<file path="config.mk">
export PLATFORM = sky130hd
export DESIGN_NAME = ras_stack_ctrl
export DESIGN_NICKNAME = d
export VERILOG_FILES = /design/src/rtl/ras_stack_ctrl.sv
export SDC_FILE = /design/constraint.sdc
export NUM_CORES = 1
export LEC_CHECK = 0
export CORE_MARGIN = 1
export CORE_UTILIZATION = 40
export CTS_BUF_LIST = sky130_fd_sc_hd__clkbuf_4 sky130_fd_sc_hd__clkbuf_8 sky130_fd_sc_hd__clkbuf_16
export CTS_CLUSTER_DIAMETER = 100
export DETAILED_ROUTE_END_ITERATION = 7
export GPL_TIMING_DRIVEN = 0
export HOLD_SLACK_MARGIN = 0.05
export PLACE_DENSITY_LB_ADDON = 0.05
export SETUP_SLACK_MARGIN = 0.1
export SYNTH_ARGS = -nofsm -noshare
export SYNTH_HDL_FRONTEND = slang
export SYNTH_SLANG_ARGS = --single-unit
export TNS_END_PERCENT = 10
</file>
<file path="constraint.sdc">
create_clock -name clk -period 19.3 [get_ports clk]
set_input_delay 2.895 -clock clk [delete_from_list [all_inputs] [get_ports clk]]
set_output_delay 2.895 -clock clk [all_outputs]
set_load 0.05 [all_outputs]
</file>
<file path="src/rtl/ras_stack_ctrl.sv">
// ---------------------------------------------------------------------------
// ras_stack_ctrl
// Return-address stack storage and pointer controller for the fetch/decode
// front end. Calls push their return address, predicted returns pop it, and
// pipeline flushes roll the pointer back without touching the stored entries.
// The stack is a circular buffer: pushing into a full stack silently drops
// the oldest entry.
//
// Optional feature macro: RAS_STATS_EN (adds event statistics counters).
//
// Parameters
//   DEPTH  number of entries (power of two, >= 2)
//   AW     return-address width
//   PTR_W  derived pointer width, $clog2(DEPTH)
//
// Ports
//   clk               in   rising-edge clock
//   rst               in   asynchronous active-high reset
//   push              in   push request (call), already gated by the pipeline
//   push_addr         in   return address to push
//   pop               in   pop request (predicted return)
//   rollback_pop_id   in   flush: undo a push made by the instruction in ID
//   rollback_push_id  in   flush: undo a pop made by the instruction in ID
//   rollback_push_ex  in   flush: undo a pop made by the instruction in EX
//   top_addr          out  entry at the top-of-stack pointer (combinational)
//   top_valid         out  stack holds at least one valid entry
//   count             out  number of valid entries, 0..DEPTH
//   overflow          out  one-cycle pulse after a push into a full stack
//   underflow         out  one-cycle pulse after a pop/net rollback on empty
//   stat_push         out  (RAS_STATS_EN) accepted pushes
//   stat_pop          out  (RAS_STATS_EN) accepted pops
//   stat_ovf          out  (RAS_STATS_EN) overflow events
//   stat_rollback     out  (RAS_STATS_EN) flush cycles
// ---------------------------------------------------------------------------
module ras_stack_ctrl #(
  parameter int DEPTH = 8,
  parameter int AW    = 32,
  localparam int PTR_W = $clog2(DEPTH)
) (
  input  logic          clk,
  input  logic          rst,
  input  logic          push,
  input  logic [AW-1:0] push_addr,
  input  logic          pop,
  input  logic          rollback_pop_id,
  input  logic          rollback_push_id,
  input  logic          rollback_push_ex,
  output logic [AW-1:0] top_addr,
  output logic          top_valid,
  output logic [PTR_W:0] count,
  output logic          overflow,
  output logic          underflow
`ifdef RAS_STATS_EN
  ,
  output logic [31:0]   stat_push,
  output logic [31:0]   stat_pop,
  output logic [15:0]   stat_ovf,
  output logic [15:0]   stat_rollback
`endif
);

  localparam logic [PTR_W:0] C_FULL = (PTR_W+1)'(DEPTH);

  logic [AW-1:0]      r_mem [DEPTH];
  logic [PTR_W-1:0]   r_tosPtr;
  logic [PTR_W:0]     r_count;
  logic               r_overflow;
  logic               r_underflow;

  logic               w_flush;
  logic signed [2:0]  w_delta;
  logic [PTR_W+2:0]   w_deltaExt;
  logic signed [PTR_W+2:0] w_countSum;
  logic [PTR_W-1:0]   w_nextPtr;
  logic [PTR_W:0]     w_nextCount;
  logic               w_nextOverflow;
  logic               w_nextUnderflow;
  logic               w_memWe;
  logic [PTR_W-1:0]   w_memWaddr;
  logic               w_acceptPush;
  logic               w_acceptPop;

  // Net pointer movement of a flush: each undone pop moves the pointer up,
  // an undone push moves it down. Range is -1..+2, so 3 signed bits suffice.
  assign w_flush    = rollback_pop_id | rollback_push_id | rollback_push_ex;
  assign w_delta    = $signed({2'b00, rollback_push_id}) + $signed({2'b00, rollback_push_ex})
                    - $signed({2'b00, rollback_pop_id});
  assign w_deltaExt = {{PTR_W{w_delta[2]}}, w_delta};
  assign w_countSum = $signed({2'b00, r_count}) + $signed(w_deltaExt);

  // Next-state selection. A flush wins over push/pop; otherwise push+pop
  // together replaces the top entry in place, except on an empty stack where
  // there is nothing to replace and it degenerates into a plain push.
  always_comb begin
    w_nextPtr       = r_tosPtr;
    w_nextCount     = r_count;
    w_nextOverflow  = 1'b0;
    w_nextUnderflow = 1'b0;
    w_memWe         = 1'b0;
    w_memWaddr      = r_tosPtr;
    w_acceptPush    = 1'b0;
    w_acceptPop     = 1'b0;
    if (w_flush) begin
      w_nextPtr = r_tosPtr + w_deltaExt[PTR_W-1:0];
      if (w_countSum < 0) begin
        w_nextCount     = '0;
        w_nextUnderflow = 1'b1;
      end else if (w_countSum > $signed({2'b00, C_FULL})) begin
        w_nextCount = C_FULL;
      end else begin
        w_nextCount = w_countSum[PTR_W:0];
      end
    end else if (push && (!pop || r_count == '0)) begin
      w_nextPtr    = r_tosPtr + PTR_W'(1);
      w_memWe      = 1'b1;
      w_memWaddr   = r_tosPtr + PTR_W'(1);
      w_acceptPush = 1'b1;
      if (r_count == C_FULL) begin
        w_nextOverflow = 1'b1;
      end else begin
        w_nextCount = r_count + (PTR_W+1)'(1);
      end
    end else if (push && pop) begin
      w_memWe      = 1'b1;
      w_memWaddr   = r_tosPtr;
      w_acceptPush = 1'b1;
      w_acceptPop  = 1'b1;
    end else if (pop) begin
      if (r_count == '0) begin
        w_nextUnderflow = 1'b1;
      end else begin
        w_nextPtr   = r_tosPtr - PTR_W'(1);
        w_nextCount = r_count - (PTR_W+1)'(1);
        w_acceptPop = 1'b1;
      end
    end
  end

  // Pointer, occupancy and event pulse registers.
  always_ff @(posedge clk or posedge rst) begin
    if (rst) begin
      r_tosPtr    <= '0;
      r_count     <= '0;
      r_overflow  <= 1'b0;
      r_underflow <= 1'b0;
    end else begin
      r_tosPtr    <= w_nextPtr;
      r_count     <= w_nextCount;
      r_overflow  <= w_nextOverflow;
      r_underflow <= w_nextUnderflow;
    end
  end

  // Entry storage. Pops and rollbacks never write here, which is what lets
  // a rollback recover a popped address exactly.
  always_ff @(posedge clk or posedge rst) begin
    if (rst) begin
      for (int i = 0; i < DEPTH; i++) begin
        r_mem[i] <= '0;
      end
    end else if (w_memWe) begin
      r_mem[w_memWaddr] <= push_addr;
    end
  end

  assign top_addr  = r_mem[r_tosPtr];
  assign top_valid = (r_count != '0);
  assign count     = r_count;
  assign overflow  = r_overflow;
  assign underflow = r_underflow;

`ifdef RAS_STATS_EN
  logic [31:0] r_statPush;
  logic [31:0] r_statPop;
  logic [15:0] r_statOvf;
  logic [15:0] r_statRollback;

  // Free-running event counters; they wrap naturally at their width.
  always_ff @(posedge clk or posedge rst) begin
    if (rst) begin
      r_statPush     <= '0;
      r_statPop      <= '0;
      r_statOvf      <= '0;
      r_statRollback <= '0;
    end else begin
      if (w_acceptPush)   r_statPush     <= r_statPush + 32'd1;
      if (w_acceptPop)    r_statPop      <= r_statPop + 32'd1;
      if (w_nextOverflow) r_statOvf      <= r_statOvf + 16'd1;
      if (w_flush)        r_statRollback <= r_statRollback + 16'd1;
    end
  end

  assign stat_push     = r_statPush;
  assign stat_pop      = r_statPop;
  assign stat_ovf      = r_statOvf;
  assign stat_rollback = r_statRollback;
`endif

endmodule
</file>
==> impl_metrics.env <==
export IMPL_status="completed"
export IMPL_intPower_mw=1.752
export IMPL_first_pass_iters=4
export IMPL_path_cells="clkbuf_1, clkbuf_1, mux4_2, mux2_2, clkdlybuf4s50_1"
export IMPL_yosysSeqAreaShare=0.5064
export IMPL_path_delay_family="buffers and inverters"
export IMPL_synth_warnings=0
export IMPL_gp_congestion=0.7719
export IMPL_ys_flop_type="dfrtp_1"
export IMPL_swShare=0.3534
export IMPL_pre_cts_ws_ns=12.86
export IMPL_ir_drop_uv=106.2
export IMPL_cp_arrival_ns=3.90
export IMPL_fin_skew_ns=0.009620
export IMPL_synth_most_common_cell="dfrtp_1"
export IMPL_drc=0
export IMPL_grt_max_degree=144
export IMPL_hold_start="r_mem[233]"
export IMPL_synth_seq_cells=265
export IMPL_fp_dieW_um=182.9
export IMPL_synth_top_cell_by_area="dfrtp_1"
export IMPL_die_h_um=182.9
export IMPL_min_period_over_period=0.3521
export IMPL_portBuffers=77
export IMPL_path_clk_slew_ns=0.06
export IMPL_worst_r2r_cell_count=9
export IMPL_io_pins=78
export IMPL_power_frac_comb=0.444
export IMPL_final_cells=1386
export IMPL_place_inst=1334
export IMPL_vias=7364
export IMPL_postPlaceCellArea_mm2=0.01445
export IMPL_synth_top_area_share=0.5064
export IMPL_crit_start="r_tosPtr[1]"
export IMPL_hold_viol=0
export IMPL_dp_hpwl_um=19750
export IMPL_design_area_mm2=0.01547
export IMPL_syn_nets=874
export IMPL_end_kind="primary output"
export IMPL_whs_ns=0.4840
export IMPL_antenna_found_initial=0
export IMPL_rsz0062_at_grt="false"
export IMPL_start_util=0.4108
export IMPL_hold_path_class="reg2reg"
export IMPL_clockRootBuffer="clkbuf_16"
export IMPL_p_total_mw=2.710
export IMPL_critPathMostFrequentCell="clkbuf_1"
export IMPL_start_kind="flip-flop"
export IMPL_tightest_slew_ns=1.047
export IMPL_p_per_area_mw_per_mm2=175.2
export IMPL_rows=65
export IMPL_drt_initial_drc_count=374
export IMPL_critPathKind="reg2out"
export IMPL_cts_buffer_depth=3
export IMPL_wl_per_cell_um=22.15
export IMPL_relSlewSlack=0.2965
export IMPL_synth_async_reset_ratio=1.000
export IMPL_setup_viol=0
export IMPL_grt_pass1_wl_um=49170
export IMPL_fin_ws_ns=12.50
export IMPL_n_fill_cell=2716
export IMPL_holdPathStages=1
export IMPL_synth_cell_types=63
export IMPL_cts_buffers=30
export IMPL_synth_edf_count=0
export IMPL_synthCells=821
export IMPL_crit_buf_inv=3
export IMPL_synth_area_top_cells="dfrtp_1, mux2_2, mux4_2"
export IMPL_cp_slowest_stage_delay_ns=0.78
export IMPL_synth_cell_area_mm2=0.01310
export IMPL_maxCapViolations=0
export IMPL_p_switching_mw=0.9576
export IMPL_required_ns=16.41
export IMPL_final_util=0.4852
export IMPL_area_growth_pct=18.12
export IMPL_hold_path_endpoint="r_mem[233]"
export IMPL_antenna_left=0
export IMPL_vias_per_cell=5.313
export IMPL_clock_sinks=265
export IMPL_gr_total_overflow=0
export IMPL_cts_hold_buf=0
export IMPL_critPathMaxFanout=10
export IMPL_core_mm2=0.03188
export IMPL_r2r_slack_ns=16.16
export IMPL_period_needed_ns=6.796
export IMPL_max_freq_mhz=147.1
export IMPL_r2r_start="r_tosPtr[1]"
export IMPL_antenna_cells=0
export IMPL_slowest_stage="clkbuf_1"
export IMPL_clkPwrFrac=0.212
export IMPL_r2r_end="r_mem[79]"
export IMPL_post_cts_buffers=0
export IMPL_die_area_mm2=0.03347
export IMPL_layout_drive_gt1_share=0.4395
export IMPL_clock_latency_ns=0.54
export IMPL_final_nets=984
export IMPL_avgSynthCellArea_um2=15.95
export IMPL_ctsResizeCount=0
export IMPL_synth_common_cells="dfrtp_1, mux2_2, mux4_2"
export IMPL_wirelength_um=30700
export IMPL_grt_use_total=0.1916
export IMPL_grt_pass1_vias=8375
export IMPL_cts_tree="yes"
export IMPL_final_max_slew_viol_count=0
export IMPL_p_leak_nw=7.074
export IMPL_seqPwrFrac=0.344
export IMPL_tns_ns=0
export IMPL_h_tree_depth=1
-- flip-flops by register name (all words and copies together) (netlist names) --
register / count
r_mem: 256
count: 4
r_tosPtr: 3
overflow: 1
underflow: 1
-- final cells by class --
type,instances,area (um^2),area share
multi-input cells,490,6011,0.3886
repair buffers,78,798.3,0.05161
flip-flops and latches,265,6631,0.4287
clock inverters,7,85.08,0.005501
clock buffers,45,937.1,0.06059
inverters,12,52.55,0.003398
well taps,435,544.3,0.03519
plain buffers,54,407.9,0.02637
-- worst register-to-register path, cell delays in order (launching register included) --
cell and delay (ns):
dfrtp_1 0.58, inv_1 0.17, ha_1 0.29, clkbuf_1 0.20
or3b_2 0.49, a211oi_2 0.31, a31oi_4 0.08, nor2_4 0.22
buf_4 0.29, mux2_1 0.37
-- cells in the final DEF (no fill, tap or decap), drive strengths merged, types with 2 or more instances in the layout --
cell,count
and3,2
nand4b,3
a31oi,2
or4b,3
nor3,2
mux4,64
a21oi,9
nand3,6
dfrtp,265
nand2,18
or3b,3
mux2,288
ha,11
bufinv,2
xnor2,5
nor3b,3
a21o,2
o211ai,2
a211oi,6
nand3b,3
o21ai,12
xor2,2
fa,3
buf,45
clkinv,5
or3,3
nand2b,3
clkdlybuf4s50,77
or4,2
nor2b,4
inv,12
nor2,14
clkbuf,55
mux2i,2
-- per-layer routing --
layer  wire length (um)  track usage  part of all wire
met5                  0            0                 0
met4                470      0.03967             0.015
met3                986      0.02442             0.032
met2              15350       0.3316              0.50
met1              13890       0.2582              0.45
-- worst max path at each step --
stage / to / slack, ns / cells after the start
global route: top_addr[20] / 12.42 / 5
finish: top_addr[20] / 12.50 / 5
floorplan: count[0] / 9.11 / 1
global placement: r_mem[110] / 6.40 / 2
CTS: top_addr[20] / 12.48 / 5
detailed placement: count[1] / 12.86 / 14
-- logic make-up (layout without fill, tap and decap cells) --
logic type | after synthesis | after routing | synth area share
and+or+nand+nor | 72 | 72 | 0.03612
DFF | 265 | 265 | 0.5064
adders and majority gates | 14 | 14 | 0.01510
xor gates and xnor gates | 7 | 7 | 0.006690
AOI/OAI and AO/OA | 43 | 43 | 0.02465
muxes | 354 | 354 | 0.3765
buffers and inverters | 66 | 196 | 0.03459
-- power groups by stage --
stage	registers [mW]	clock network [mW]	logic, mW
2_1_floorplan	0.904	0	0.906
3_3_place_gp	0.913	0	1.19
3_5_place_dp	0.938	0	1.22
4_1_cts	0.930	0.593	1.22
5_1_grt	0.963	0.617	1.28
6_report	0.931	0.575	1.20
(Power assumes the default switching activity.)
